<file path="src/rtl/uart_msg_sequencer_if.sv">
// Handshake bundle between the message sequencer, the synchronous
// character ROM and the UART transmit FIFO write port.
interface uart_msg_sequencer_if #(
  parameter int ADDR_BITS = 8
);
  logic [ADDR_BITS-1:0] rom_addr;  // registered ROM address
  logic [7:0]           rom_data;  // ROM byte, valid one clk after rom_addr
  logic                 tx_full;   // UART TX FIFO full flag
  logic [7:0]           w_data;    // byte presented to the FIFO
  logic                 wr_uart;   // FIFO write strobe

  // Sequencer side.
  modport master (
    output rom_addr, w_data, wr_uart,
    input  rom_data, tx_full
  );

  // ROM / UART side.
  modport slave (
    input  rom_addr, w_data, wr_uart,
    output rom_data, tx_full
  );
endinterface

</file>
<file path="src/rtl/uart_msg_sequencer.sv">
// Streams a stored string out of a synchronous character ROM into the
// UART TX FIFO, one byte per FIFO slot, optionally followed by CR LF.
// ROM bytes cost two clocks (fetch + write), terminator bytes one clock.
module uart_msg_sequencer #(
  parameter int ADDR_BITS   = 8,
  parameter int LEN_BITS    = 5,
  parameter bit APPEND_CRLF = 1'b1
) (
  input  logic                 clk,
  input  logic                 reset,
  input  logic                 start,
  input  logic                 abort,
  input  logic [ADDR_BITS-1:0] base_addr,
  input  logic [LEN_BITS-1:0]  msg_len,
  output logic                 busy,
  output logic                 done,
  uart_msg_sequencer_if.master bus
);

  typedef enum logic [2:0] {
    S_IDLE,
    S_FETCH,
    S_WRITE,
    S_CR,
    S_LF,
    S_DONE
  } state_t;

  state_t               r_state;
  state_t               w_next_state;
  logic [LEN_BITS-1:0]  r_idx;
  logic [LEN_BITS-1:0]  r_len;
  logic [ADDR_BITS-1:0] r_base;
  logic [ADDR_BITS-1:0] r_rom_addr;
  logic [7:0]           r_w_hold;   // last byte shown on w_data
  logic [7:0]           w_byte;
  logic                 w_wr;
  logic                 w_last;
  logic                 w_accept;

  assign w_accept = (r_state == S_IDLE) && start;
  // r_len is never zero while in WRITE, so len-1 cannot underflow there.
  assign w_last   = (r_idx == r_len - LEN_BITS'(1));

  // Next-state, write strobe and outgoing byte selection.
  always_comb begin
    // NOTE: every output of this block gets a default first, so no path
    // through the case leaves one unassigned and no latch is inferred.
    w_next_state = r_state;
    w_wr         = 1'b0;
    w_byte       = r_w_hold;
    unique case (r_state)
      S_IDLE: begin
        if (start) begin
          if (msg_len != '0)    w_next_state = S_FETCH;
          else if (APPEND_CRLF) w_next_state = S_CR;
          else                  w_next_state = S_DONE;
        end
      end
      S_FETCH: w_next_state = S_WRITE;
      S_WRITE: begin
        w_byte = bus.rom_data;
        w_wr   = ~bus.tx_full & ~abort;
        if (w_wr) begin
          if (!w_last)          w_next_state = S_FETCH;
          else if (APPEND_CRLF) w_next_state = S_CR;
          else                  w_next_state = S_DONE;
        end
      end
      S_CR: begin
        w_byte = 8'h0D;
        w_wr   = ~bus.tx_full & ~abort;
        if (w_wr) w_next_state = S_LF;
      end
      S_LF: begin
        w_byte = 8'h0A;
        w_wr   = ~bus.tx_full & ~abort;
        if (w_wr) w_next_state = S_DONE;
      end
      S_DONE:  w_next_state = S_IDLE;
      default: w_next_state = S_IDLE;
    endcase
    // Abort wins over everything except in IDLE, where it is ignored.
    if (abort && r_state != S_IDLE) w_next_state = S_IDLE;
  end

  // State register.
  always_ff @(posedge clk or posedge reset) begin
    // NOTE: non-blocking assignments for all clocked state, so every
    // register samples pre-edge values regardless of block order.
    if (reset) r_state <= S_IDLE;
    else       r_state <= w_next_state;
  end

  // Message bookkeeping: latch the request, advance index and ROM address.
  always_ff @(posedge clk or posedge reset) begin
    if (reset) begin
      r_base     <= '0;
      r_len      <= '0;
      r_idx      <= '0;
      r_rom_addr <= '0;
      r_w_hold   <= '0;
    end else begin
      if (w_accept) begin
        r_base     <= base_addr;
        r_len      <= msg_len;
        r_idx      <= '0;
        r_rom_addr <= base_addr;
      end else if (r_state == S_WRITE && w_wr && !w_last) begin
        r_idx      <= r_idx + LEN_BITS'(1);
        r_rom_addr <= r_base + ADDR_BITS'(r_idx) + ADDR_BITS'(1);
      end
      if (r_state == S_WRITE || r_state == S_CR || r_state == S_LF)
        r_w_hold <= w_byte;
    end
  end

  assign bus.rom_addr = r_rom_addr;
  assign bus.w_data   = w_byte;
  assign bus.wr_uart  = w_wr;
  assign busy         = (r_state != S_IDLE);
  assign done         = (r_state == S_DONE);

endmodule

</file>
<file path="src/flat_wrapper.sv">
// flat-port wrapper written by rule: the top's interface ports become plain ports
module uart_msg_sequencer_flat 
#(
  parameter int ADDR_BITS   = 8,
  parameter int LEN_BITS    = 5,
  parameter bit APPEND_CRLF = 1'b1
)
  (clk, reset, start, abort, base_addr, msg_len, busy, done, bus_rom_addr, bus_w_data, bus_wr_uart, bus_rom_data, bus_tx_full);
  uart_msg_sequencer_if #(.ADDR_BITS(ADDR_BITS)) bus_i ();
  input  logic clk;
  input  logic reset;
  input  logic start;
  input  logic abort;
  input  logic [ADDR_BITS-1:0] base_addr;
  input  logic [LEN_BITS-1:0] msg_len;
  output logic busy;
  output logic done;
  output wire logic [$bits(bus_i.rom_addr)-1:0] bus_rom_addr;
  output wire logic [$bits(bus_i.w_data)-1:0] bus_w_data;
  output wire logic [$bits(bus_i.wr_uart)-1:0] bus_wr_uart;
  input wire logic [$bits(bus_i.rom_data)-1:0] bus_rom_data;
  input wire logic [$bits(bus_i.tx_full)-1:0] bus_tx_full;
  assign bus_rom_addr = bus_i.rom_addr;
  assign bus_w_data = bus_i.w_data;
  assign bus_wr_uart = bus_i.wr_uart;
  assign bus_i.rom_data = bus_rom_data;
  assign bus_i.tx_full = bus_tx_full;
  uart_msg_sequencer #(.ADDR_BITS(ADDR_BITS), .LEN_BITS(LEN_BITS), .APPEND_CRLF(APPEND_CRLF)) u_core (.clk(clk), .reset(reset), .start(start), .abort(abort), .base_addr(base_addr), .msg_len(msg_len), .busy(busy), .done(done), .bus(bus_i));
endmodule
</file>
<file path="config.mk">
export PLATFORM = sky130hd
export DESIGN_NAME = uart_msg_sequencer_flat
export DESIGN_NICKNAME = d
export VERILOG_FILES = /design/src/rtl/uart_msg_sequencer_if.sv /design/src/rtl/uart_msg_sequencer.sv /design/src/flat_wrapper.sv
export SDC_FILE = /design/constraint.sdc
export NUM_CORES = 1
export LEC_CHECK = 0
export ABC_CLOCK_PERIOD_IN_PS = 2350
export CAP_MARGIN = 20
export CORE_MARGIN = 1.5
export CORE_UTILIZATION = 45
export DETAILED_ROUTE_END_ITERATION = 10
export PLACE_DENSITY = 0.74
export SETUP_SLACK_MARGIN = 0.5
export SLEW_MARGIN = 5
export SYNTH_ARGS = -nofsm -noshare
export SYNTH_HDL_FRONTEND = slang
export SYNTH_SLANG_ARGS = --single-unit
</file>
<file path="constraint.sdc">
create_clock -name clk -period 2.35 [get_ports clk]
set_input_delay 0.3525 -clock clk [delete_from_list [all_inputs] [get_ports clk]]
set_output_delay 0.3525 -clock clk [all_outputs]
set_load 0.005 [all_outputs]
</file>
==> results.rst, run 1 <==
.. list-table::
   :header-rows: 1

   * - Metric
     - Value
   * - Status
     - complete, no violations
   * - Total wire length
     - 6640 um
   * - Worst slew margin
     - roughly two thirds
   * - Overall die area
     - approximately 5100 um2
   * - Routability congestion estimate from global placement
     - around 0.8
   * - Number of enable-type register cells in the synthesized netlist
     - 0
   * - Antenna violations before repair
     - 0
   * - Synth async-reset ratio
     - 100%
   * - Worst stage delay on the critical path
     - 0.47 ns
   * - Final period demand of the worst path
     - between 1.5 and 2 ns
   * - Number of nets with antenna violations after detailed routing
     - 0
   * - Wire length of the first global-routing pass
     - 9780 um
   * - Most common flop cell mapped by yosys
     - sky130_fd_sc_hd__dfrtp_1
   * - Post-synthesis instance area
     - 2100 um2
   * - Critical path buffer and inverter count
     - 10
   * - Startpoint of the most critical register-to-register path
     - u_core.r_state[2]
   * - Quantity of I/O buffers inserted on ports
     - 44
   * - Clock edge transition at the registers on the reported setup and hold paths
     - approximately 0.08 ns
   * - Proportion of netlist area held by the largest area contributor
     - 44.0%
   * - Iteration count of the initial detailed-routing pass
     - 4
   * - CTS H-tree depth
     - 2
   * - Setup violations, final
     - 0
   * - Largest net degree at the start of global routing
     - 38
   * - Xor/xnor cell area share of the yosys netlist
     - under 10%
   * - Number of nets in the finished design
     - ~360
   * - Ant. Diodes
     - 0
   * - Height of the chip
     - a little over 70 um
   * - Synth warn
     - 0
   * - Post-route DRC
     - 0
   * - Top cells by area in the synthesized netlist
     - sky130_fd_sc_hd__dfrtp_1, sky130_fd_sc_hd__nand2_1, sky130_fd_sc_hd__a22o_1, sky130_fd_sc_hd__ha_1, sky130_fd_sc_hd__xnor2_1
   * - Critical path fanouts, max
     - 5
   * - Worst hold-check path type
     - in -> async
   * - Cell repeated most along the worst path
     - sky130_fd_sc_hd__buf_6
   * - Leakage power summed over all cells
     - ~1.6 nW
   * - Total nets after synthesis
     - between 200 and 300
   * - Half-perimeter wire length after placement
     - ~3300 um
   * - Cell count after synthesis
     - between 200 and 250
   * - CP delay by family, top
     - buffers and inverters
   * - Final Max Slew Viols
     - 0
   * - Die Span X
     - slightly above 70 um
   * - Clock Sink Count
     - 37
   * - Achievable Freq
     - around 500 MHz
   * - Crit. Startpoint
     - u_core.r_state[2]
   * - Share of cells above drive strength 1
     - a little over a third
   * - Synthesized area per cell
     - just over 9 um2
   * - Sequential fraction of the synthesis area
     - approximately 44%
   * - Mux cell area share after synthesis
     - 3.33%
   * - PnR Total Power
     - around 3.6 mW
   * - Arrival time reported for the critical path endpoint
     - about 2.2 ns
   * - Required time at the endpoint of the critical path
     - between 2 and 3 ns
   * - Core Util, Final
     - 75.5%
   * - Initial standard-cell utilization of the core
     - between 40 and 50%
   * - Area leader, netlist
     - sky130_fd_sc_hd__dfrtp_1
   * - CTS root buf
     - sky130_fd_sc_hd__clkbuf_8
   * - Setup tns final
     - 0 ns
   * - Number of clock buffers inserted by TritonCTS
     - 5
   * - Crit. End Element
     - register
   * - Post-route fraction of the period consumed by the critical path
     - a little over four fifths
   * - Fill cell count
     - a little under 300
   * - Critical path, cell by cell
     - or3_4 -> o21ai_4 -> buf_6 -> buf_4 -> buf_4 -> buf_6 -> buf_6 -> buf_6 -> buf_6 -> buf_6 -> buf_6 -> buf_6 -> a22oi_2
   * - Via count of the first global-routing pass
     - about 2,000
   * - Compound-gate portion of the synthesized area
     - 19.6%
   * - Simple-gate portion of the synthesized area
     - roughly 17%
   * - Std cell rows
     - 24
   * - Power per unit of standard cell area
     - between 1000 and 1500 nW/um2
   * - Final count of hold timing violations
     - 0
   * - Cell type of the slowest stage on the worst timing path
     - sky130_fd_sc_hd__dfrtp_2
   * - Ports placed on the boundary
     - 45
   * - Largest clock skew in the final design
     - approximately 0.0076 ns
   * - DRC marker count from the first detailed-route iteration
     - 174
   * - Total overflow reported by the global router
     - 0
   * - Slew at the pin with the worst max-slew slack
     - about 0.48 ns
   * - Core area
     - about 4400 um2
   * - Clock tree from TritonCTS
     - yes
   * - Top cell types by occurrence after synthesis
     - sky130_fd_sc_hd__nand2_1, sky130_fd_sc_hd__dfrtp_1, sky130_fd_sc_hd__o21ai_0
   * - Category of the worst setup path launch point
     - register
   * - DR vias
     - 2,083
   * - Mean routed wirelength per cell
     - between 15 and 20 um
   * - Vias per std cell
     - ~5.5
   * - Max VDD drop
     - 0.593 mV
   * - Kind of critical path
     - reg -> reg
   * - Area Overhead vs Synth
     - 58.5%
   * - Number of violations of the max-capacitance limit
     - 0
   * - Largest family of logic cells by synthesized area
     - compound AO/OA/AOI/OAI gates
   * - Overall global routing resource usage
     - 24.4%
   * - Adder-cell area share of the yosys netlist
     - 5.12%
   * - Synth Register Bits
     - 37
   * - Clk Latency, worst-skew pair
     - a little under 0.3 ns
   * - Setup repair after global routing missed its margin
     - true
   * - Clock Tree Buf Depth
     - 2
   * - Library cell with the highest instance count after synthesis
     - sky130_fd_sc_hd__nand2_1
   * - Count of cell types in the netlist
     - 44
-- path summary, 6_finish.rpt --
kind | to | slack [ns] | depth (start not counted)
worst max register to register | u_core.r_w_hold[3] | 0.36 | 13
max in group asynchronous | u_core.r_idx[0] | 1.51 | 3
worst max-delay path | u_core.r_w_hold[3] | 0.36 | 13
min in group clk | u_core.r_base[4] | 0.50 | 2
worst min register to register | u_core.r_base[4] | 0.50 | 2
worst min-delay path | u_core.r_w_hold[7] | 0.47 | 3
-- what timing repair did --
action | in CTS | in global routing
setup buffers | 36 | 10
hold buffers | 0 | 0
gates resized for setup | 64 | 56
endpoints found under the setup margin | 31 | 31
pin swaps | 13 | 25
gates cloned | 1 | 0
-- sequential cells by signal, indices dropped and copies added, names as in the netlist --
signal	count
u_core.bus.rom_addr	8
u_core.r_base	8
u_core.r_idx	5
u_core.r_len	5
u_core.r_state	3
u_core.r_w_hold	8
-- metrics by stage --
stage	hold slack (ns)	cells	instance area [um2]	setup WS (ns)
3_3_place_gp	0.465	322	2630	0.274
5_1_grt	0.528	377	3330	0.314
3_5_place_dp	0.476	322	2630	0.234
6_report	0.470	377	3330	0.359
4_1_cts	0.491	367	3120	0.306
2_1_floorplan	0.416	226	2100	0.545
-- cell type report --
type                            instances  area (um2)  share of cell area (%)
Multi-Input combinational cell        167        1280                    38.5
Tap cell                               52        65.1                    1.95
Sequential cell                        37         935                    28.1
Inverter                               13        51.3                    1.54
Timing Repair Buffer                  100         897                    26.9
Clock buffer                            7        96.3                    2.89
Clock inverter                          1        5.00                   0.150
-- power breakdown --
group | leakage (nW) | switching (mW) | internal, mW
registers | 0.452 | 0.221 | 0.890
logic | 1.08 | 0.899 | 1.07
clock network | 0.0542 | 0.230 | 0.265
total | 1.59 | 1.35 | 2.23
-- layout by cell type, fill, tap and decap left out, types with 3 or more instances in the layout --
master	count
sky130_fd_sc_hd__and3_1	5
sky130_fd_sc_hd__nand3_1	4
sky130_fd_sc_hd__o21ai_0	8
sky130_fd_sc_hd__a21oi_1	11
sky130_fd_sc_hd__dfrtp_1	30
sky130_fd_sc_hd__clkbuf_2	3
sky130_fd_sc_hd__o21ai_1	8
sky130_fd_sc_hd__nor2_1	9
sky130_fd_sc_hd__ha_1	5
sky130_fd_sc_hd__inv_1	5
sky130_fd_sc_hd__nand2_1	39
sky130_fd_sc_hd__buf_6	14
sky130_fd_sc_hd__a22o_1	10
sky130_fd_sc_hd__clkdlybuf4s50_1	32
sky130_fd_sc_hd__mux2i_1	7
sky130_fd_sc_hd__xnor2_1	7
sky130_fd_sc_hd__inv_2	7
sky130_fd_sc_hd__buf_2	7
sky130_fd_sc_hd__buf_4	39
sky130_fd_sc_hd__clkbuf_8	7
sky130_fd_sc_hd__a21o_1	5
sky130_fd_sc_hd__dfrtp_2	7
sky130_fd_sc_hd__xor2_1	3
-- worst min-delay path: cells and delay by family --
kind	cells	cell delay (ns)
buf+inv	3	0.85
-- cell families after synthesis --
family          count (synthesis)
flops                          37
compound gates                 60
mux                             7
buf+inv                        22
fa+ha+maj                       8
simple gates                   78
xor+xnor                       14
-- metal layers --
layer,GRT usage (%),wire length (um),up-vias
met3,4.36,356,14
met2,39.7,3410,79
met5,0,0,-
met1,33.0,2740,1005
met4,8.18,130,0
li1,-,-,985
(Power assumes the default switching activity.)
==> inputs of run 2 (changes only) <==
--- a/config.mk
+++ b/config.mk
@@ -5,12 +5,12 @@
 export SDC_FILE = /design/constraint.sdc
 export NUM_CORES = 1
 export LEC_CHECK = 0
-export ABC_CLOCK_PERIOD_IN_PS = 2350
+export ABC_CLOCK_PERIOD_IN_PS = 1650
 export CAP_MARGIN = 20
 export CORE_MARGIN = 1.5
 export CORE_UTILIZATION = 45
 export DETAILED_ROUTE_END_ITERATION = 10
-export PLACE_DENSITY = 0.74
+export PLACE_DENSITY = 0.77
 export SETUP_SLACK_MARGIN = 0.5
 export SLEW_MARGIN = 5
 export SYNTH_ARGS = -nofsm -noshare
==> constraint.sdc (replaced) <==
create_clock -name clk -period 1.65 [get_ports clk]
set_input_delay 0.2475 -clock clk [delete_from_list [all_inputs] [get_ports clk]]
set_output_delay 0.2475 -clock clk [all_outputs]
set_load 0.005 [all_outputs]
==> results.rst, run 2 (synthesis gave the netlist of run 1 again) <==
.. list-table::
   :header-rows: 1

   * - Metric
     - Value
   * - Post-Route Hold Slack
     - 0.297 ns (was 0.470 ns)
   * - Die Span X
     - 71.3 um (unchanged)
   * - Vias per std cell
     - 6.18 (was 5.53)
   * - Final count of hold timing violations
     - 0 (unchanged)
   * - Number of clock buffers inserted by TritonCTS
     - 5 (unchanged)
   * - Number of nets in the finished design
     - 400 (was 358)
   * - Std cell rows
     - 24 (unchanged)
   * - Initial standard-cell utilization of the core
     - 47.6% (unchanged)
   * - Area Overhead vs Synth
     - 88.9% (was 58.5%)
   * - Required time at the endpoint of the critical path
     - 1.87 ns (was 2.52 ns)
   * - Cell type of the slowest stage on the worst timing path
     - sky130_fd_sc_hd__dfrtp_1 (was sky130_fd_sc_hd__dfrtp_2)
   * - Half-perimeter wire length after placement
     - 3940 um (was 3260 um)
   * - Slew at the pin with the worst max-slew slack
     - 0.454 ns (was 0.479 ns)
   * - CTS root buf
     - sky130_fd_sc_hd__clkbuf_8 (unchanged)
   * - Commonest non-fill, non-tap cell in the layout
     - sky130_fd_sc_hd__buf_4
   * - Largest net degree at the start of global routing
     - 38 (unchanged)
   * - Ant. Diodes
     - 0 (unchanged)
   * - Clock edge transition at the registers on the reported setup and hold paths
     - 0.09 ns (was 0.08 ns)
   * - Worst slew margin
     - 69.6% (was 68.1%)
   * - Routability congestion estimate from global placement
     - 0.853 (was 0.800)
   * - Mean routed wirelength per cell
     - 23.3 um (was 17.6 um)
   * - Violations in the final reports
     - setup timing
   * - Overall global routing resource usage
     - 31.5% (was 24.4%)
   * - Max VDD drop
     - 0.961 mV (was 0.593 mV)
   * - Overall die area
     - 5090 um2 (unchanged)
   * - Share of cells above drive strength 1
     - 56.4% (was 36.6%)
   * - Category of the worst setup path launch point
     - register (unchanged)
   * - Kind of critical path
     - reg -> reg (unchanged)
   * - Ports placed on the boundary
     - 45 (unchanged)
   * - Antenna violations before repair
     - 0 (unchanged)
   * - Highest-count cells in the layout ignoring fill and taps
     - sky130_fd_sc_hd__buf_4, sky130_fd_sc_hd__buf_6, sky130_fd_sc_hd__dfrtp_1 (was sky130_fd_sc_hd__nand2_1, sky130_fd_sc_hd__buf_4, sky130_fd_sc_hd__clkdlybuf4s50_1)
   * - CTS H-tree depth
     - 2 (unchanged)
   * - Setup tns final
     - -7.39 ns (was 0 ns)
   * - Critical path fanouts, max
     - 5 (unchanged)
   * - Quantity of I/O buffers inserted on ports
     - 44 (unchanged)
   * - Wire length of the first global-routing pass
     - 12,300 um (was 9780 um)
   * - Number of nets with antenna violations after detailed routing
     - 0 (unchanged)
   * - Hold buffer count at cts
     - 0 (unchanged)
   * - Post-route worst setup slack
     - -0.301 ns (was 0.359 ns)
   * - DRC marker count from the first detailed-route iteration
     - 306 (was 174)
   * - Critical path, cell by cell
     - inv_2 -> ha_4 -> xor3_1 -> nor3_4 -> a31oi_4 -> buf_12 -> nand4_1 -> mux2i_1 (was or3_4 -> o21ai_4 -> buf_6 -> buf_4 -> buf_4 -> buf_6 -> buf_6 -> buf_6 -> buf_6 -> buf_6 -> buf_6 -> buf_6 -> a22oi_2)
   * - Clk Latency, worst-skew pair
     - 0.31 ns (was 0.29 ns)
   * - Worst stage delay on the critical path
     - 0.41 ns (was 0.47 ns)
   * - Setup repair after global routing missed its margin
     - true (unchanged)
   * - Total overflow reported by the global router
     - 0 (unchanged)
   * - Final Max Slew Viols
     - 0 (unchanged)
   * - Post-route DRC
     - 0 (unchanged)
   * - Post-route fraction of the period consumed by the critical path
     - 118% (was 84.7%)
   * - Largest clock skew in the final design
     - 0.0144 ns (was 0.00764 ns)
   * - DR vias
     - 2,589 (was 2,083)
   * - Iteration count of the initial detailed-routing pass
     - 5 (was 4)
   * - Clock Tree Buf Depth
     - 2 (unchanged)
   * - Achievable Freq
     - 513 MHz (was 502 MHz)
   * - Height of the chip
     - 71.3 um (unchanged)
   * - Total wire length
     - 9760 um (was 6640 um)
   * - Worst hold-check path type
     - in -> async (unchanged)
   * - Crit. End Element
     - register (unchanged)
   * - Setup violations, final
     - 39 (was 0)
   * - Number of violations of the max-capacitance limit
     - 0 (unchanged)
   * - Clock Sink Count
     - 37 (unchanged)
   * - Leakage power summed over all cells
     - 1.88 nW (was 1.59 nW)
   * - Via count of the first global-routing pass
     - 2,536 (was 2,058)
   * - Final period demand of the worst path
     - 1.95 ns (was 1.99 ns)
   * - Arrival time reported for the critical path endpoint
     - 2.17 ns (was 2.16 ns)
   * - Clock tree from TritonCTS
     - yes (unchanged)
   * - Core area
     - 4410 um2 (unchanged)
   * - Power per unit of standard cell area
     - 1600 nW/um2 (was 1070 nW/um2)
   * - Status
     - finished with violations (was complete, no violations)
   * - Core Util, Final
     - 89.9% (was 75.5%)
==> run 2: area by class of cell <==
cell class / count / area (um2)
clock inverters: 1 / 30.0
clock buffers: 7 / 86.3
flip-flops and latches: 37 / 928
well taps: 52 / 65.1
fillers: 174 / 444
multi-input cells: 167 / 1510
repair buffers: 142 / 1290
inverters: 13 / 56.3
==> run 2: through the flow <==
step                      std cells  cell area, um2  total power, mW  setup slack (ns)
after floorplan                 226            2260             2.96            -0.109
after global placement          367            3110             4.00            -0.261
after detailed placement        367            3110             4.09            -0.271
after CTS                       407            3690             5.46            -0.142
after global routing            419            3970             6.57            -0.329
final                           419            3970             6.35            -0.301
==> run 2: routing by layer <==
| layer | routed length, um | GRT usage (%) | vias up |
|---|---|---|---|
| li1 | - | - | 1073 |
| met1 | 3500 | 35.5 | 1285 |
| met2 | 4940 | 54.1 | 166 |
| met3 | 629 | 7.03 | 65 |
| met4 | 694 | 19.1 | 0 |
| met5 | 0 | 0 | - |
==> run 2: worst paths after layout <==
| kind | cells after the start | slack [ns] | from | to |
|---|---|---|---|---|
| worst max-delay path | 8 | -0.30 | u_core.r_len[0] | u_core.r_idx[3] |
| worst min-delay path | 3 | 0.30 | reset | u_core.r_w_hold[1] |
| max in group asynchronous | 3 | 1.14 | reset | u_core.r_state[2] |
| worst max register to register | 8 | -0.30 | u_core.r_len[0] | u_core.r_idx[3] |
| worst min register to register | 1 | 0.53 | u_core.r_w_hold[1] | u_core.r_w_hold[1] |
| min in group clk | 3 | 0.51 | base_addr[1] | u_core.r_base[1] |
==> run 2: where the power goes <==
group | internal, mW | switching [mW] | leakage (nW)
logic | 2.04 | 1.86 | 1.36
registers | 1.26 | 0.328 | 0.459
clock network | 0.493 | 0.370 | 0.0585
==> run 2: worst max-delay path: cells and delay by family (launching register included) <==
kind | cells | cell delay, ns
DFF | 1 | 0.41
and+or+nand+nor | 2 | 0.36
xor gates and xnor gates | 1 | 0.30
buffers and inverters | 2 | 0.26
muxes | 1 | 0.23
AOI/OAI and AO/OA | 1 | 0.16
adders and majority gates | 1 | 0.15
==> run 2: repair_timing <==
action	4_1_cts	5_1_grt
hold endpoints to repair	0	0
resized for setup	126	69
buffers inserted	32	12
setup endpoints to repair	53	54
pin swaps	27	33
